**config.mk**
```make
export PLATFORM = sky130hd
export DESIGN_NAME = univ_shift_reg
export DESIGN_NICKNAME = d
export VERILOG_FILES = /design/src/rtl/univ_shift_reg.sv
export SDC_FILE = /design/constraint.sdc
export NUM_CORES = 1
export LEC_CHECK = 0
export BUFFER_PORTS_ARGS = -buffer_cell sky130_fd_sc_hd__buf_4
export CORE_MARGIN = 10
export CORE_UTILIZATION = 45
export DETAILED_ROUTE_END_ITERATION = 10
export PLACE_DENSITY = 0.76
export REMOVE_ABC_BUFFERS = 1
export SLEW_MARGIN = 20
export SYNTH_ARGS = -nofsm -noshare
export SYNTH_HDL_FRONTEND = slang
export SYNTH_SLANG_ARGS = --single-unit
```
**constraint.sdc**
```tcl
create_clock -name clk -period 1.6 [get_ports clk]
set_clock_uncertainty 0.05 [all_clocks]
set_input_delay 0.08 -clock clk [delete_from_list [all_inputs] [get_ports clk]]
set_output_delay 0.08 -clock clk [all_outputs]
set_load 0.05 [all_outputs]
```
**src/rtl/univ_shift_reg.sv**
```systemverilog
// Universal shift register: hold, shift right/left, parallel load,
// with a shift counter that strobes word_done every WIDTH shifts.
//
// Ports:
//   clk       - clock, all state updates on rising edge
//   rst       - synchronous active-low reset
//   en        - clock enable (0 freezes q and shift_cnt)
//   mode      - 00 hold, 01 shift right, 10 shift left, 11 load
//   sin_r     - serial in, enters at MSB on right shift
//   sin_l     - serial in, enters at LSB on left shift
//   pin       - parallel load data
//   q         - register contents
//   sout_r    - q[0]
//   sout_l    - q[WIDTH-1]
//   shift_cnt - shifts completed in the current word
//   word_done - one-cycle strobe after the WIDTH-th shift
module univ_shift_reg #(
   parameter int WIDTH = 8,
   parameter int CNT_W = $clog2(WIDTH + 1)
) (
   input  logic             clk,
   input  logic             rst,
   input  logic             en,
   input  logic [1:0]       mode,
   input  logic             sin_r,
   input  logic             sin_l,
   input  logic [WIDTH-1:0] pin,
   output logic [WIDTH-1:0] q,
   output logic             sout_r,
   output logic             sout_l,
   output logic [CNT_W-1:0] shift_cnt,
   output logic             word_done
);

   localparam logic [CNT_W-1:0] LAST = CNT_W'(WIDTH - 1);

   logic             wrap;
   logic [CNT_W-1:0] cnt_nxt;

   // Counter step shared by both shift directions.
   assign wrap    = (shift_cnt == LAST);
   assign cnt_nxt = wrap ? '0 : shift_cnt + 1'b1;

   always_ff @(posedge clk) begin
      if (!rst) begin
         q         <= '0;
         shift_cnt <= '0;
         word_done <= 1'b0;
      end else begin
         word_done <= 1'b0;
         if (en) begin
            case (mode)
               2'b01: begin
                  q         <= {sin_r, q[WIDTH-1:1]};
                  shift_cnt <= cnt_nxt;
                  word_done <= wrap;
               end
               2'b10: begin
                  q         <= {q[WIDTH-2:0], sin_l};
                  shift_cnt <= cnt_nxt;
                  word_done <= wrap;
               end
               2'b11: begin
                  q         <= pin;
                  shift_cnt <= '0;
               end
               default: begin
                  q         <= q;
                  shift_cnt <= shift_cnt;
               end
            endcase
         end
      end
   end

   assign sout_r = q[0];
   assign sout_l = q[WIDTH-1];

endmodule
```
==> reports/metrics.csv, run 1 <==
stage;metric;value;unit
run_status;status;finished, final reports clean;
flow_run;MaxCap Viol Count;0;
clock_network;Worst-Skew Late Latency;0.27;ns
floorplanning;Die Wd;59.14;um
worst_setup_path;worst r2r dst;shift_cnt[0];
logic_synthesis;Gate Count Post-Synth;82;
cells_and_area;Synth-to-Final Area Change;35.75;%
placed_design;GP Congestion;0.8827;
worst_setup_path;worst path required time;1.76;ns
sta;Worst Tran Pin Value;0.2652;ns
cells_and_area;ANT cells;0;
sta;Slew HR;82.32;%
drt;post-DR vias/cell;5.594;
drt;post-route ant nets;0;
drt;1st-iter DRT viols;12;
logic_synthesis;YS warnings;0;
floorplanning;area of the die;3498;sq um
clock_network;deepest clock path buffer count;2;
sta;Slew Limit Fails;0;
clock_network;Clk pin slew, worst setup/hold paths;0.08;ns
global_route;vias in the first global route;708;
sta;final setup TNS;0;ns
global_route;first-pass GRT wire length;3.022;mm
worst_setup_path;CP Capture Type;flop;
worst_setup_path;Critical path origin;shift_cnt[0];
logic_synthesis;Synth Cell Area;689.4;sq um
drt;DRT Wirelength;1.816;mm
worst_setup_path;Critical Path Start Type;flop;
power;Net Sw Power;264.3;uW
power;cell area power density;841.3;nW/um^2
power;Gate power share;28.6;%
global_route;met3 usage;4.506;%
logic_synthesis;register bit total from synthesis;13;
logic_synthesis;top post-synthesis cells by area;dfxtp_1 (38%), a22oi_1 (8.7%), a31oi_1 (8.2%);
sta;Final Hold Fails;0;
clock_network;H-tree depth;1;
worst_setup_path;Setup CP Type;flop to flop;
power;leakage power;0.0004141;uW
floorplanning;Rows;14;
cells_and_area;Finished Cell Area;935.9;sq um
clock_network;Clock Sinks;13;
cells_and_area;Final #Nets;132;
global_route;GRT Total Usage;10.45;%
worst_setup_path;FF-to-FF path depth;4;
global_route;largest net degree at the start of global routing;20;
logic_synthesis;Syn Area/Cell;8.407;sq um
floorplanning;I/O Pins;30;
worst_setup_path;worst r2r src;shift_cnt[0];
placed_design;I/O Buffers;29;
cells_and_area;layout cells sized above 1;33.93;%
floorplanning;Die Height;59.14;um
cells_and_area;commonest cells after routing, fill and taps aside;buf_4 (33), dfxtp_1 (13), nand2_1 (11);
global_route;grt peak-use layer;met2;
worst_hold_path;worst hold path type;input pin to flop;
logic_synthesis;Cell variety after synth;21;
floorplanning;Core Region;1471;sq um
logic_synthesis;dominant cell type by area after synthesis;dfxtp_1;
clock_network;TritonCTS buffer count;3;
cells_and_area;most common cell after layout, fill and taps aside;buf_4;
clock_network;CTS tree;done;
worst_setup_path;Worst Path Arrival;1.57;ns
power;Reg power frac;45.8;%
placed_design;DP Area;909.6;sq um
power;clock network fraction of design power;25.6;%
cells_and_area;final core occ;63.61;%
power;Max VDD drop;0.0004139;V
sta;min Tclk post-route;1.412;ns
power;P_int;523.1;uW
worst_setup_path;worst setup path endpoint;shift_cnt[0];
clock_network;CTS Hold Buffers Added;0;
logic_synthesis;post-synthesis sequential area ratio;37.75;%
global_route;met2 Usage GRT;17.57;%
power;Net Sw Frac;33.57;%
global_route;global routing usage on met1;11.52;%
drt;via count;716;
clock_network;setup bufs post-CTS;0;
drt;WL/cell;14.19;um
global_route;grt total ovfl;0;
sta;period utilization;88.28;%
drt;drt pass-1 iters;4;
worst_setup_path;CP max FO;6;
sta;unrepaired setup endpoints after global routing;no;
sta;f_max;0.7080;GHz
worst_setup_path;r2r setup slk;0.19;ns
floorplanning;Initial Util;46.85;%
clock_network;Root Buffer Master;clkbuf_4;
global_route;initial antenna violation count;0;
sta;Fin Hold WS;0.02409;ns
logic_synthesis;post-synth top area share;37.75;%
placed_design;DP HPWL;1.434;mm
sta;setup violators final;0;
drt;drt drc;0;
clock_network;PostCTS Resize Cnt;0;
-- layer usage --
metal / wire [um] / vias up
met1: 770 / 332
met4: 5 / 0
li1: - / 358
met5: 0 / -
met2: 899 / 24
met3: 141 / 2
-- through the flow --
| stage | setup WS [ns] | total power, uW | std cells |
|---|---|---|---|
| final | 0.1876 | 787.4 | 128 |
| after global routing | 0.1107 | 830.1 | 128 |
| after CTS | 0.1908 | 793.1 | 128 |
| after detailed placement | 0.2101 | 594.8 | 124 |
| after global placement | 0.2614 | 592.1 | 124 |
| after floorplan | 0.03137 | 501.9 | 75 |
-- state kept, by name, indices dropped and copies added (netlist names) --
| signal | flops |
|---|---|
| shift_cnt | 4 |
| word_done | 1 |
| q | 8 |
-- critical path: stages, from the launching register on --
cell	delay [ns]
dfxtp_1	0.36
ha_1	0.24
nand3b_1	0.13
or4b_1	0.44
a21oi_1	0.12
-- power by group through the flow --
stage | clock network (uW) | logic [uW] | registers [uW]
global placement | 0 | 225 | 368
CTS | 205 | 228 | 361
detailed placement | 0 | 227 | 368
floorplan | 0 | 59.1 | 443
global route | 221 | 245 | 364
finish | 202 | 225 | 361
-- cells in the mapped netlist --
cell / instances
nand3b_1: 3
nand4b_1: 1
buf_6: 1
a21oi_1: 3
nand3_1: 3
nor2b_1: 1
buf_4: 3
or4b_1: 1
dfxtp_1: 13
clkbuf_2: 1
and4b_2: 1
nand2b_4: 1
inv_1: 3
nor2_1: 4
nand2_1: 11
o21ai_0: 9
clkbuf_1: 1
buf_2: 1
ha_1: 4
a22oi_1: 8
a31oi_1: 9
-- worst min path at each step --
stage	start	to	slack [ns]	cells past startpoint
finish	en	word_done	0.02	3
global placement	sin_r	q[7]	0.30	3
detailed placement	sin_r	q[7]	0.31	3
global route	en	word_done	0.03	3
CTS	sin_r	q[7]	0.02	3
floorplan	en	word_done	0.16	2
-- logic make-up (layout without fill, tap and decap cells) --
| group | count (synthesis) | count (layout) | share of synthesized area [%] |
|---|---|---|---|
| AOI/OAI and AO/OA | 29 | 29 | 25.59 |
| adders and majority gates | 4 | 4 | 7.260 |
| buffers and inverters | 10 | 40 | 8.528 |
| DFF | 13 | 13 | 37.75 |
| and+or+nand+nor | 26 | 26 | 20.87 |
-- final cells by class --
type | count | area, sq um
fillers | 140 | 535.5
inverters | 3 | 11.26
flip-flops and latches | 13 | 260.3
well taps | 16 | 20.02
clock buffers | 4 | 26.28
multi-input cells | 59 | 370.4
repair buffers | 33 | 247.7
Power figures use the tool's default switching activity.
==> run 2, diff against run 1 <==
==> constraint.sdc (replaced) <==
create_clock -name clk -period 1.5 [get_ports clk]
set_clock_uncertainty 0.05 [all_clocks]
set_input_delay 0.075 -clock clk [delete_from_list [all_inputs] [get_ports clk]]
set_output_delay 0.075 -clock clk [all_outputs]
set_load 0.05 [all_outputs]
==> reports/metrics.csv, run 2 (same netlist as run 1, synthesis figures left out) <==
stage;metric;value;unit;change
run_status;status;finished, final reports clean;;
power;Max VDD drop;0.0005204;V;+26%
cells_and_area;Synth-to-Final Area Change;34.85;%;
worst_hold_path;hold_sp;en;;
power;P_int;557.2;uW;+6.5%
worst_setup_path;CP Capture Type;flop;;
worst_setup_path;CP max FO;6;;unchanged
drt;post-DR vias/cell;5.661;;+1.2%
power;Gate power share;28.5;%;about the same
worst_setup_path;Worst Path Arrival;1.54;ns;-0.03 ns
placed_design;GP Congestion;0.8912;;+0.96%
cells_and_area;max FFs per register;8;;unchanged
cells_and_area;Largest Register;q;;
drt;via count;719;;+0.42%
clock_network;Worst-Skew Late Latency;0.27;ns;about the same
global_route;grt total ovfl;0;;unchanged
sta;period utilization;92.60;%;+4.3 points
clock_network;setup bufs post-CTS;0;;unchanged
power;cell area power density;903.0;nW/um^2;+7.3%
worst_hold_path;worst hold path type;input pin to flop;;
clock_network;H-tree depth;1;;unchanged
clock_network;CTS Hold Buffers Added;0;;unchanged
clock_network;Root Buffer Master;clkbuf_4;;
cells_and_area;most common cell after layout, fill and taps aside;buf_4;;
floorplanning;Die Height;59.14;um;unchanged
clock_network;TritonCTS buffer count;3;;unchanged
placed_design;I/O Buffers;29;;unchanged
sta;f_max;0.7200;GHz;+1.7%
drt;post-route ant nets;0;;unchanged
cells_and_area;area of the multi-input gates;370.4;sq um;unchanged
sta;Final Hold Fails;0;;unchanged
worst_hold_path;WHS Endpoint;word_done;;
floorplanning;I/O Pins;30;;unchanged
drt;top layer used by detailed routing;met4;;
cells_and_area;layout cells sized above 1;34.23;%;+0.31 points
cells_and_area;Reg area;261.5;sq um;+0.48%
worst_setup_path;Critical Path Start Type;flop;;
worst_setup_path;r2r setup slk;0.11;ns;-0.08 ns
sta;Slew Limit Fails;0;;unchanged
clock_network;CTS tree;done;;
worst_setup_path;FF-to-FF path depth;4;;unchanged
sta;final setup TNS;0;ns;unchanged
power;leakage power;0.0004093;uW;-1.2%
drt;drt pass-1 iters;5;;+1
sta;Slew HR;78.09;%;-4.2 points
global_route;first-pass GRT wire length;3.187;mm;+5.5%
floorplanning;area of the die;3498;sq um;unchanged
drt;drt drc;0;;unchanged
sta;setup violators final;0;;unchanged
cells_and_area;Finished Cell Area;929.6;sq um;-0.67%
cells_and_area;commonest cells after routing, fill and taps aside;buf_4 (32), dfxtp_1 (12), nand2_1 (11);;
power;overall power;839.4;uW;+6.6%
worst_setup_path;worst path required time;1.65;ns;-0.11 ns
floorplanning;Initial Util;46.85;%;unchanged
global_route;vias in the first global route;723;;+2.1%
sta;Worst Tran Pin Value;0.3286;ns;+0.06349 ns
floorplanning;Die Wd;59.14;um;unchanged
worst_setup_path;Setup CP Type;flop to flop;;
drt;WL/cell;14.62;um;+3.1%
power;Net Sw Frac;33.63;%;+0.057 points
worst_setup_path;worst r2r dst;shift_cnt[0];;
drt;met3 wire len;103;um;-27%
drt;met2 WL;918;um;+2.1%
floorplanning;Rows;14;;unchanged
drt;1st-iter DRT viols;9;;-3
clock_network;deepest clock path buffer count;2;;unchanged
cells_and_area;FILL cells;150;;+7.1%
drt;DRT Wirelength;1.857;mm;+2.3%
power;clock network fraction of design power;25.5;%;about the same
sta;unrepaired setup endpoints after global routing;no;;
clock_network;Clk pin slew, worst setup/hold paths;0.08;ns;about the same
global_route;GRT Total Usage;11.11;%;+0.66 points
flow_run;MaxCap Viol Count;0;;unchanged
worst_setup_path;worst r2r src;shift_cnt[0];;
placed_design;DP HPWL;1.480;mm;+3.2%
cells_and_area;Final #Nets;131;;-0.76%
drt;met1 wire length;823;um;+6.9%
clock_network;Clock Sinks;13;;unchanged
cells_and_area;ANT cells;0;;unchanged
cells_and_area;Largest regs;q x8, shift_cnt x4, word_done x1;;
global_route;initial antenna violation count;0;;unchanged
power;Reg power frac;46.0;%;+0.2 points
sta;min Tclk post-route;1.389;ns;-0.02347 ns
placed_design;DP Area;902.1;sq um;-0.83%
global_route;largest net degree at the start of global routing;20;;unchanged
power;Net Sw Power;282.3;uW;+6.8%
floorplanning;Core Region;1471;sq um;unchanged
worst_hold_path;WHS Path Cells;3;;unchanged
-- run 2: cell count changes in the layout (fill, tap and decap cells not counted) --
cell / before / now
dfxtp_2: 0 / 1
buf_4: 33 / 32
dfxtp_1: 13 / 12
-- run 2: metrics by stage --
stage | utilization, % | cells | setup WS, ns | hold slack [ns]
2_1_floorplan | - | 75 | -0.06863 | 0.1509
3_3_place_gp | 61.31 | 123 | 0.1601 | 0.2999
3_5_place_dp | 61.31 | 123 | 0.09907 | 0.3063
4_1_cts | 63.10 | 127 | 0.08119 | 0.01713
5_1_grt | 63.18 | 127 | 0.02356 | 0.006378
6_report | 63.18 | 127 | 0.1111 | 0.01787
-- run 2: worst max path at each step --
stage,from,to,slack (ns)
after floorplan,shift_cnt[0],shift_cnt[0],-0.07
after global placement,shift_cnt[0],shift_cnt[0],0.16
after detailed placement,shift_cnt[0],shift_cnt[0],0.1
after CTS,shift_cnt[0],shift_cnt[0],0.08
after global routing,shift_cnt[0],shift_cnt[0],0.02
final,shift_cnt[0],shift_cnt[0],0.11
-- run 2: timing repair --
action / in CTS / in global routing
resized for setup: 0 / 1
endpoints found under the setup margin: 0 / 1
hold endpoints to repair: 0 / 0
-- run 2: metal layers --
layer,vias up,track usage (%)
met3,2,4.292
li1,361,-
met5,-,0
met1,336,13.38
met4,0,5.246
met2,20,16.82
-- run 2: power groups by stage --
stage          Combinational (uW)  Sequential [uW]  Clock (uW)
2_1_floorplan                63.0              472           0
3_3_place_gp                  237              392           0
3_5_place_dp                  242              393           0
4_1_cts                       242              385         218
5_1_grt                       259              390         241
6_report                      239              386         214
-- run 2: critical path, stage by stage, from the launching register on --
cell and delay, ns:
dfxtp_2 0.35, ha_1 0.23, nand3b_1 0.13, or4b_1 0.43
a21oi_1 0.13
-- run 2: final cells by class --
class	instances	share of cell area (%)
multi-input cells	59	39.84
flip-flops and latches	13	28.13
repair buffers	32	25.84
clock buffers	4	2.826
well taps	16	2.153
inverters	3	1.211
==> run 3, diff against run 2 <==
--- a/config.mk
+++ b/config.mk
@@ -7,9 +7,9 @@
 export LEC_CHECK = 0
 export BUFFER_PORTS_ARGS = -buffer_cell sky130_fd_sc_hd__buf_4
 export CORE_MARGIN = 10
-export CORE_UTILIZATION = 45
+export CORE_UTILIZATION = 48
 export DETAILED_ROUTE_END_ITERATION = 10
-export PLACE_DENSITY = 0.76
+export PLACE_DENSITY = 0.81
 export REMOVE_ABC_BUFFERS = 1
 export SLEW_MARGIN = 20
 export SYNTH_ARGS = -nofsm -noshare
==> constraint.sdc (replaced) <==
create_clock -name clk -period 1.8 [get_ports clk]
set_clock_uncertainty 0.05 [all_clocks]
set_input_delay 0.09 -clock clk [delete_from_list [all_inputs] [get_ports clk]]
set_output_delay 0.09 -clock clk [all_outputs]
set_load 0.05 [all_outputs]
==> reports/metrics.csv, run 3 (same netlist as run 1, synthesis figures left out) <==
stage;metric;value;unit;change
run_status;status;finished, final reports clean;;
global_route;first-pass GRT wire length;3.125;mm;-1.9%
sta;period utilization;79.70;%;-13 points
clock_network;CTS tree;done;;
drt;1st-iter DRT viols;13;;+4
sta;Final Hold Fails;0;;unchanged
worst_setup_path;FF-to-FF path depth;4;;unchanged
global_route;global routing usage on met1;11.29;%;-2.1 points
cells_and_area;Reg area;260.3;sq um;-0.48%
cells_and_area;Synth-to-Final Area Change;34.48;%;
power;leakage power;0.0004089;uW;about the same
cells_and_area;layout cells sized above 1;33.33;%;-0.90 points
worst_hold_path;hold_sp;en;;
cells_and_area;max FFs per register;8;;unchanged
worst_setup_path;Setup CP Type;flop to flop;;
drt;via count;714;;-0.70%
floorplanning;Initial Util;51.69;%;+4.8 points
clock_network;deepest clock path buffer count;2;;unchanged
clock_network;TritonCTS buffer count;3;;unchanged
cells_and_area;Finished Cell Area;927.1;sq um;-0.27%
cells_and_area;Largest regs;q x8, shift_cnt x4, word_done x1;;
floorplanning;Die Wd;57.90;um;-2.1%
global_route;initial antenna violation count;0;;unchanged
worst_setup_path;r2r setup slk;0.37;ns;+0.25 ns
cells_and_area;FILL cells;120;;-20%
worst_setup_path;CP max FO;6;;unchanged
floorplanning;Core Region;1334;sq um;-9.4%
worst_setup_path;Worst Path Arrival;1.59;ns;+0.05 ns
worst_setup_path;slowest stage cell on the critical path;or4b_1;;
sta;f_max;0.6970;GHz;-3.2%
placed_design;pre-CTS WS;0.3838;ns;+0.2848 ns
clock_network;Root Buffer Master;clkbuf_4;;
clock_network;setup bufs post-CTS;0;;unchanged
worst_setup_path;CP top delay family;simple AND/OR/NAND/NOR gates;;
sta;min Tclk post-route;1.435;ns;+0.04569 ns
placed_design;DP Area;900.9;sq um;-0.14%
worst_setup_path;CP cell instances;ha_1 -> nand3b_1 -> or4b_1 -> a21oi_1;;
clock_network;CTS Hold Buffers Added;0;;unchanged
worst_setup_path;CP Capture Type;flop;;
cells_and_area;ANT cells;0;;unchanged
clock_network;Clock Sinks;13;;unchanged
worst_setup_path;Buffers & Inverters on Critical Path;0;;unchanged
worst_setup_path;crit-path max cell delay;0.45;ns;+0.02 ns
drt;drt drc;0;;unchanged
drt;DRT Wirelength;1.895;mm;+2.0%
global_route;met2 Usage GRT;19.02;%;+2.2 points
power;cell area power density;751.4;nW/um^2;-17%
worst_setup_path;worst r2r dst;shift_cnt[0];;
sta;Worst Tran Pin Value;0.3333;ns;+0.004671 ns
global_route;vias in the first global route;735;;+1.7%
floorplanning;area of the die;3352;sq um;-4.1%
drt;WL/cell;15.04;um;+2.9%
sta;Setup WS post-layout;0.3654;ns;+0.2543 ns
sta;unrepaired setup endpoints after global routing;no;;
clock_network;H-tree depth;1;;unchanged
floorplanning;I/O Pins;30;;unchanged
placed_design;GP Congestion;0.8895;;-0.19%
drt;drt pass-1 iters;4;;-1
worst_setup_path;Critical Path Start Type;flop;;
worst_hold_path;WHS Endpoint;word_done;;
cells_and_area;final core occ;69.51;%;+6.3 points
global_route;largest net degree at the start of global routing;20;;unchanged
cells_and_area;commonest cells after routing, fill and taps aside;buf_4 (32), dfxtp_1 (13), nand2_1 (11);;
flow_run;MaxCap Viol Count;0;;unchanged
drt;post-route ant nets;0;;unchanged
worst_hold_path;WHS Path Cells;3;;unchanged
global_route;grt total ovfl;0;;unchanged
global_route;grt peak-use layer;met2;;
global_route;GRT Total Usage;11.06;%;-0.049 points
placed_design;DP HPWL;1.493;mm;+0.83%
placed_design;I/O Buffers;29;;unchanged
sta;setup violators final;0;;unchanged
floorplanning;Rows;13;;-1
cells_and_area;Final #Nets;131;;unchanged
clock_network;PostCTS Resize Cnt;0;;unchanged
sta;Slew Limit Fails;0;;unchanged
power;overall power;696.6;uW;-17%
power;Max VDD drop;0.0004062;V;-22%
floorplanning;Die Height;57.90;um;-2.1%
sta;final setup TNS;0;ns;unchanged
cells_and_area;area of the multi-input gates;370.4;sq um;unchanged
drt;post-DR vias/cell;5.667;;about the same
global_route;met3 usage;5.229;%;+0.94 points
sta;Slew HR;77.78;%;-0.31 points
cells_and_area;Largest Register;q;;
cells_and_area;most common cell after layout, fill and taps aside;buf_4;;
clock_network;Clk pin slew, worst setup/hold paths;0.08;ns;about the same
clock_network;Worst-Skew Late Latency;0.26;ns;about the same
worst_setup_path;worst path required time;1.95;ns;+0.30 ns
worst_hold_path;worst hold path type;input pin to flop;;
worst_setup_path;worst r2r src;shift_cnt[0];;
[run 3: metrics by stage]
step                hold slack, ns  std cells
floorplan                   0.1659         75
global placement            0.3139        122
detailed placement          0.3174        122
CTS                        0.02941        126
global route               0.03526        126
finish                     0.03412        126
[run 3: layout make-up]
type                            instances  area share, %
Tap cell                               15          2.024
Timing Repair Buffer                   32          25.91
Multi-Input combinational cell         59          39.95
Clock buffer                            4          2.834
Sequential cell                        13          28.07
Inverter                                3          1.215
[run 3: worst max path at each step]
stage	startpoint	to	cells past startpoint
finish	shift_cnt[0]	shift_cnt[0]	4
global route	shift_cnt[0]	shift_cnt[0]	4
CTS	shift_cnt[0]	shift_cnt[0]	4
detailed placement	shift_cnt[0]	shift_cnt[0]	4
global placement	shift_cnt[0]	shift_cnt[0]	4
floorplan	shift_cnt[0]	shift_cnt[0]	4
[run 3: worst min-delay path, stage by stage]
cell and delay [ns]:
buf_4 0.13, nand3_1 0.06, nor2_1 0.04
[run 3: layer usage]
| layer | vias up | wire length (um) |
|---|---|---|
| met5 | - | 0 |
| met4 | 0 | 26 |
| met3 | 4 | 169 |
| met2 | 25 | 878 |
| met1 | 328 | 820 |
| li1 | 357 | - |
[run 3: power by group]
part           switching [uW]  internal (uW)  leakage (uW)
logic                     125           74.1      0.000287
clock network            91.0           85.6     0.0000150
registers                16.9            304      0.000107
total                     233            464      0.000409
